--- src/rtl/pc_fetch_ctrl_pkg.sv ---
// Shared constants and state encoding for the PC generation / fetch-control stage.
// Sized defaults are consumed as parameter defaults by the top and the address generator.
package pc_fetch_ctrl_pkg;

    localparam int          PC_WIDTH_DEF    = 32;
    localparam int          IADDR_WIDTH_DEF = 10;
    localparam logic [31:0] RESET_PC_DEF    = 32'h0000_0000;
    localparam logic [31:0] PC_ALIGNED_MASK = 32'hFFFF_FFFC;

    typedef enum logic [1:0] {
        FS_BUBBLE = 2'd0,
        FS_RUN    = 2'd1,
        FS_HOLD   = 2'd2
    } fetch_state_e;

endpackage

--- src/rtl/pc_fetch_ctrl_instruction_fetch.sv ---
// Maps a byte-addressed PC onto the word address of the instruction BRAM.
// Purely combinational: the address is valid in the same cycle as the PC.
module instruction_fetch
    import pc_fetch_ctrl_pkg::*;
#(
    parameter int PC_WIDTH    = PC_WIDTH_DEF,
    parameter int IADDR_WIDTH = IADDR_WIDTH_DEF
) (
    input  logic [PC_WIDTH-1:0]    pc_i,
    output logic [IADDR_WIDTH-1:0] imem_addr_o
);

    // Byte offset and bits beyond the BRAM depth do not select a word.
    logic unused_pc_bits;
    assign unused_pc_bits = ^{pc_i[PC_WIDTH-1:IADDR_WIDTH+2], pc_i[1:0]};

    assign imem_addr_o = pc_i[IADDR_WIDTH+1:2];

endmodule

--- src/rtl/pc_fetch_ctrl.sv ---
// PC register, next-PC selection and fetch FSM with skid buffer in front of the IF/ID register.
// Compensates for the one-cycle registered read latency of the instruction BRAM.
module pc_fetch_ctrl
    import pc_fetch_ctrl_pkg::*;
#(
    parameter int                  PC_WIDTH    = PC_WIDTH_DEF,
    parameter int                  IADDR_WIDTH = IADDR_WIDTH_DEF,
    parameter logic [PC_WIDTH-1:0] RESET_PC    = PC_WIDTH'(RESET_PC_DEF)
) (
    input  logic                   clk,
    input  logic                   rst,
    input  logic                   stall,
    input  logic                   redirect_valid,
    input  logic [PC_WIDTH-1:0]    redirect_pc,
    output logic [IADDR_WIDTH-1:0] imem_addr,
    input  logic [PC_WIDTH-1:0]    imem_rdata,
    output logic [PC_WIDTH-1:0]    if_pc,
    output logic [PC_WIDTH-1:0]    if_instr,
    output logic                   if_valid,
    output logic [31:0]            fetch_cnt,
    output logic [31:0]            bubble_cnt
);

    logic [PC_WIDTH-1:0] pc_q, pc_d;
    logic [PC_WIDTH-1:0] if_pc_q, if_pc_d;
    logic [PC_WIDTH-1:0] skid_q, skid_d;
    fetch_state_e        state_q, state_d;
    logic [31:0]         fetch_cnt_q, fetch_cnt_d;
    logic [31:0]         bubble_cnt_q, bubble_cnt_d;

    instruction_fetch #(
        .PC_WIDTH    (PC_WIDTH),
        .IADDR_WIDTH (IADDR_WIDTH)
    ) u_instruction_fetch (
        .pc_i        (pc_q),
        .imem_addr_o (imem_addr)
    );

    always_comb begin
        // NOTE: every output and next-state gets a default first so no path can infer a latch.
        pc_d     = pc_q;
        if_pc_d  = if_pc_q;
        skid_d   = skid_q;
        state_d  = state_q;
        if_valid = 1'b0;
        if_instr = imem_rdata;

        // if_pc trails pc by one cycle, matching the BRAM read latency.
        if (redirect_valid) begin
            pc_d    = redirect_pc & PC_WIDTH'(PC_ALIGNED_MASK);
            if_pc_d = pc_q;
        end else if (!stall) begin
            pc_d    = pc_q + PC_WIDTH'(4);
            if_pc_d = pc_q;
        end

        unique case (state_q)
            FS_BUBBLE: begin
                if (!redirect_valid && !stall) state_d = FS_RUN;
            end
            FS_RUN: begin
                if_valid = 1'b1;
                if (redirect_valid) begin
                    state_d = FS_BUBBLE;
                end else if (stall) begin
                    skid_d  = imem_rdata;
                    state_d = FS_HOLD;
                end
            end
            FS_HOLD: begin
                if_valid = 1'b1;
                if_instr = skid_q;
                if (redirect_valid)  state_d = FS_BUBBLE;
                else if (!stall)     state_d = FS_RUN;
            end
            default: state_d = FS_BUBBLE;
        endcase

        // The instruction on the output this cycle is on the wrong path.
        if (redirect_valid) if_valid = 1'b0;

        fetch_cnt_d  = fetch_cnt_q  + 32'(if_valid && !stall);
        bubble_cnt_d = bubble_cnt_q + 32'(!if_valid);
    end

    always_ff @(posedge clk) begin
        // NOTE: state registers use non-blocking assignment so every flop samples pre-edge values.
        if (rst) begin
            pc_q         <= RESET_PC;
            if_pc_q      <= '0;
            skid_q       <= '0;
            state_q      <= FS_BUBBLE;
            fetch_cnt_q  <= '0;
            bubble_cnt_q <= '0;
        end else begin
            pc_q         <= pc_d;
            if_pc_q      <= if_pc_d;
            skid_q       <= skid_d;
            state_q      <= state_d;
            fetch_cnt_q  <= fetch_cnt_d;
            bubble_cnt_q <= bubble_cnt_d;
        end
    end

    assign if_pc      = if_pc_q;
    assign fetch_cnt  = fetch_cnt_q;
    assign bubble_cnt = bubble_cnt_q;

endmodule
--- config.mk ---
export PLATFORM = sky130hd
export DESIGN_NAME = pc_fetch_ctrl
export DESIGN_NICKNAME = d
export VERILOG_FILES = /design/src/rtl/pc_fetch_ctrl_pkg.sv /design/src/rtl/pc_fetch_ctrl_instruction_fetch.sv /design/src/rtl/pc_fetch_ctrl.sv
export SDC_FILE = /design/constraint.sdc
export NUM_CORES = 1
export LEC_CHECK = 0
export CORE_MARGIN = 2
export CORE_UTILIZATION = 25
export DETAILED_ROUTE_END_ITERATION = 10
export DONT_BUFFER_PORTS = 1
export PLACE_DENSITY = 0.49
export RECOVER_POWER = 25
export SLEW_MARGIN = 20
export SYNTH_ARGS = -nofsm -noshare
export SYNTH_HDL_FRONTEND = slang
export SYNTH_SLANG_ARGS = --single-unit
--- constraint.sdc ---
create_clock -name clk -period 3.1 [get_ports clk]
set_input_delay 0.62 -clock clk [delete_from_list [all_inputs] [get_ports clk]]
set_output_delay 0.62 -clock clk [all_outputs]
set_load 0.03 [all_outputs]
==> reports/qor.yml <==
outcome:
  status: "complete, but fails checks"
  failed_checks: "capacitance limit, slew limit"
drt:
  drt.antenna.violating_nets: 0
  route.met2.wl_mm: 8.94
  routed_length_on_met3_mm: 1.29
  postRouteWirelength_mm: 18.9
  drtPass1Iterations: 6
  dr_total_vias: 5609
  route.detailed.wl_per_inst_um: 15.5
  top_signal_layer_used: "met4"
  dr.first_iter.drc_count: 372
  route.detailed.vias_per_inst: 4.59
  drc: 0
  routedLengthMet1_mm: 8.54
yosys:
  postSynth.asyncResetShare: 0
  synthesis.area_per_instance_um2: 8.36
  synth_top_cell_by_area: "sky130_fd_sc_hd__dfxtp_1"
  synth.lib_cells_used.distinct: 40
  postSynthCellCount: 855
  ys.warnings.count: 0
  yosys.area.top_type_share: 0.442
  ys_seq_elements: 158
  synthFlopType: "sky130_fd_sc_hd__dfxtp_1"
  dominant_cells_by_area_after_synthesis: "sky130_fd_sc_hd__dfxtp_1, sky130_fd_sc_hd__nand2_1, sky130_fd_sc_hd__xor2_1"
  synthesis.area_um2: 7150
  synth-seq-area-share: 0.442
  synth_edf_count: 0
global_routing:
  grt_max_degree: 159
  globalRouteTotalUtil: 0.126
  grt_pass1_vias: 5392
  total_overflow_reported_by_the_global_router: 0
  grt_pass1_wl_mm: 30.4
  grt_antenna_before_repair: 0
placed_design:
  place.port_buffers: 0
  detailed_place.area_um2: 7480
  dp_hpwl_mm: 12.6
  place_congestion: 0.726
  numPlacedInstances: 1192
cells_and_area:
  layout_commonest_cell: "sky130_fd_sc_hd__nand2_1"
  diodes: 0
  finalInstanceArea_um2: 8040
  drive_above_1_share: 0.0982
  area_delta_synth_final_pct: 12.4
  most-common-layout-cells: "sky130_fd_sc_hd__nand2_1, sky130_fd_sc_hd__dfxtp_1, sky130_fd_sc_hd__nor2_1"
  post_route_non_filler_standard_cell_count: 1223
  fillCellCount: 3008
  finalNetCount: 910
critical_path:
  timing.critical_path.max_delay_family: "simple AND/OR/NAND/NOR gates"
  critical_path_peak_fanout: 7
  worst-endpoint-required_ns: 3.45
  crit_type: "reg2reg"
  critPathLaunch: "state_q[0]"
  critPathSlowestCell: "sky130_fd_sc_hd__or3_1"
  worst_path_most_repeated_cell: "sky130_fd_sc_hd__ha_1"
  path_cells: "inv_1, ha_1, nand2_1, ha_1, ha_1, nand2_1, nor2_1, nand4_1, or3_1, a21oi_1"
  endpoint_kind_of_the_worst_setup_timing_path: "flip-flop"
  r2r_slack_ns: 0.47
  start_kind: "flip-flop"
  longest_individual_stage_delay_on_the_worst_path_ns: 0.39
  timing.critical_path.buf_inv: 1
  arrival_time_of_data_at_the_critical_path_endpoint_ns: 2.98
  worstReg2RegStart: "state_q[0]"
sta:
  final.setup_skew_ns: 0.0115
  slew_viol_final: 33
  hold_viol_final: 0
  timing.setup.tns_ns: 0
  final.period_utilization: 0.848
  max_freq_ghz: 0.380
  finalWorstPathRequiredPeriod_ns: 2.63
  timing.max_slew.rel_slack: -0.0506
  tightest_slew_ns: 1.58
  rsz0062_at_grt: "false"
  timing.final.setup_violations: 0
clock_network:
  clock_latency_on_the_worst_skew_pair_ns: 0.42
  clock_tree.root_cell: "sky130_fd_sc_hd__clkbuf_16"
  max-clock-path-buffers: 2
  tritoncts: "yes"
  clock-sinks: 158
  cts_made_buffers: 17
  post_cts.resized_instances: 0
  total_number_of_h_tree_levels: 4
  clkSlewWorstSetupHoldPaths_ns: 0.06
  post_cts_buffers: 0
  postCtsHoldBufs: 0
floorplan:
  design.die.area_um2: 30000
  rows: 61
  die_h_um: 173
  start_util: 0.255
  core-area_um2: 28000
  die-width_um: 173
  io_pins: 207
pwr:
  cellPowerDensity_nw_per_um2: 565
  power.leakage_nw: 2.80
  report.power.total_mw: 4.54
  worst_ir_drop_vdd_v: 0.000276
run:
  drv_cap: 1
worst_hold_path:
  hold_path_class: "in2reg"
  min-delay-start: "rst"
## flip-flops by register name, summed over array words and instances, names as in the netlist
| name | cells |
|---|---|
| fetch_cnt | 32 |
| state_q | 2 |
| if_pc | 30 |
| bubble_cnt | 32 |
| pc_q | 30 |
| skid_q | 32 |
## metal layers
layer / track usage / vias to the layer above
met5: 0 / -
met4: 0.0318 / 0
met3: 0.0433 / 9
met2: 0.208 / 145
met1: 0.157 / 2621
li1: - / 2834
## report_power, final
| group | switching (mW) | internal [mW] | total, mW | leakage, nW |
|---|---|---|---|---|
| sequential | 0.108 | 2.09 | 2.20 | 1.28 |
| combinational | 0.160 | 0.0828 | 0.242 | 1.23 |
| clock | 0.858 | 1.25 | 2.11 | 0.282 |
## through the flow
step | hold WS (ns) | utilization | setup slack [ns]
finish | 0.278 | 0.287 | 0.470
floorplan | 0.433 | - | 0.414
global route | 0.245 | 0.287 | 0.195
detailed placement | 0.440 | 0.267 | 0.475
CTS | 0.249 | 0.288 | 0.446
global placement | 0.433 | 0.267 | 0.482
## worst register-to-register path, cell delays in order (launching register included)
cell and delay, ns:
sky130_fd_sc_hd__dfxtp_1 0.38, sky130_fd_sc_hd__inv_1 0.08, sky130_fd_sc_hd__ha_1 0.30, sky130_fd_sc_hd__nand2_1 0.09, sky130_fd_sc_hd__ha_1 0.26, sky130_fd_sc_hd__ha_1 0.25
sky130_fd_sc_hd__nand2_1 0.09, sky130_fd_sc_hd__nor2_1 0.28, sky130_fd_sc_hd__nand4_1 0.31, sky130_fd_sc_hd__or3_1 0.39, sky130_fd_sc_hd__a21oi_1 0.14
## cells in the mapped netlist (14+ instances only)
cell type and count:
sky130_fd_sc_hd__nand3_1 38, sky130_fd_sc_hd__o21ai_0 14, sky130_fd_sc_hd__mux2_2 32, sky130_fd_sc_hd__dfxtp_1 158
sky130_fd_sc_hd__and3_1 15, sky130_fd_sc_hd__a21oi_1 84, sky130_fd_sc_hd__a211oi_1 18, sky130_fd_sc_hd__clkbuf_1 40
sky130_fd_sc_hd__nand2_1 163, sky130_fd_sc_hd__nor2_1 96, sky130_fd_sc_hd__xnor2_1 16, sky130_fd_sc_hd__nand4_1 26
sky130_fd_sc_hd__xor2_1 60
## path summary, 6_finish.rpt
check / end / cells past startpoint
max: bubble_cnt[26] / 10
min: if_pc[23] / 1
max reg2reg: bubble_cnt[26] / 10
min reg2reg: skid_q[7] / 2
## cells by family (layout without fill, tap and decap cells)
family,after synthesis,after routing,share of synthesized area
fa+ha+maj,9,9,0.0157
flops,158,158,0.442
buf+inv,69,58,0.0439
simple gates,388,388,0.259
xor+xnor,76,76,0.0931
other cells,1,2,0.000524
compound gates,118,118,0.0899
mux,36,36,0.0560
## cell type report
class / count / area [um^2] / share of cell area
multi-input cells: 629 / 3680 / 0.458
well taps: 378 / 473 / 0.0588
inverters: 10 / 37.5 / 0.00467
repair buffers: 17 / 98.8 / 0.0123
clock buffers: 22 / 474 / 0.0590
clock inverters: 9 / 111 / 0.0139
flip-flops and latches: 158 / 3160 / 0.393
Note: power is estimated with default switching activity, not from simulation.
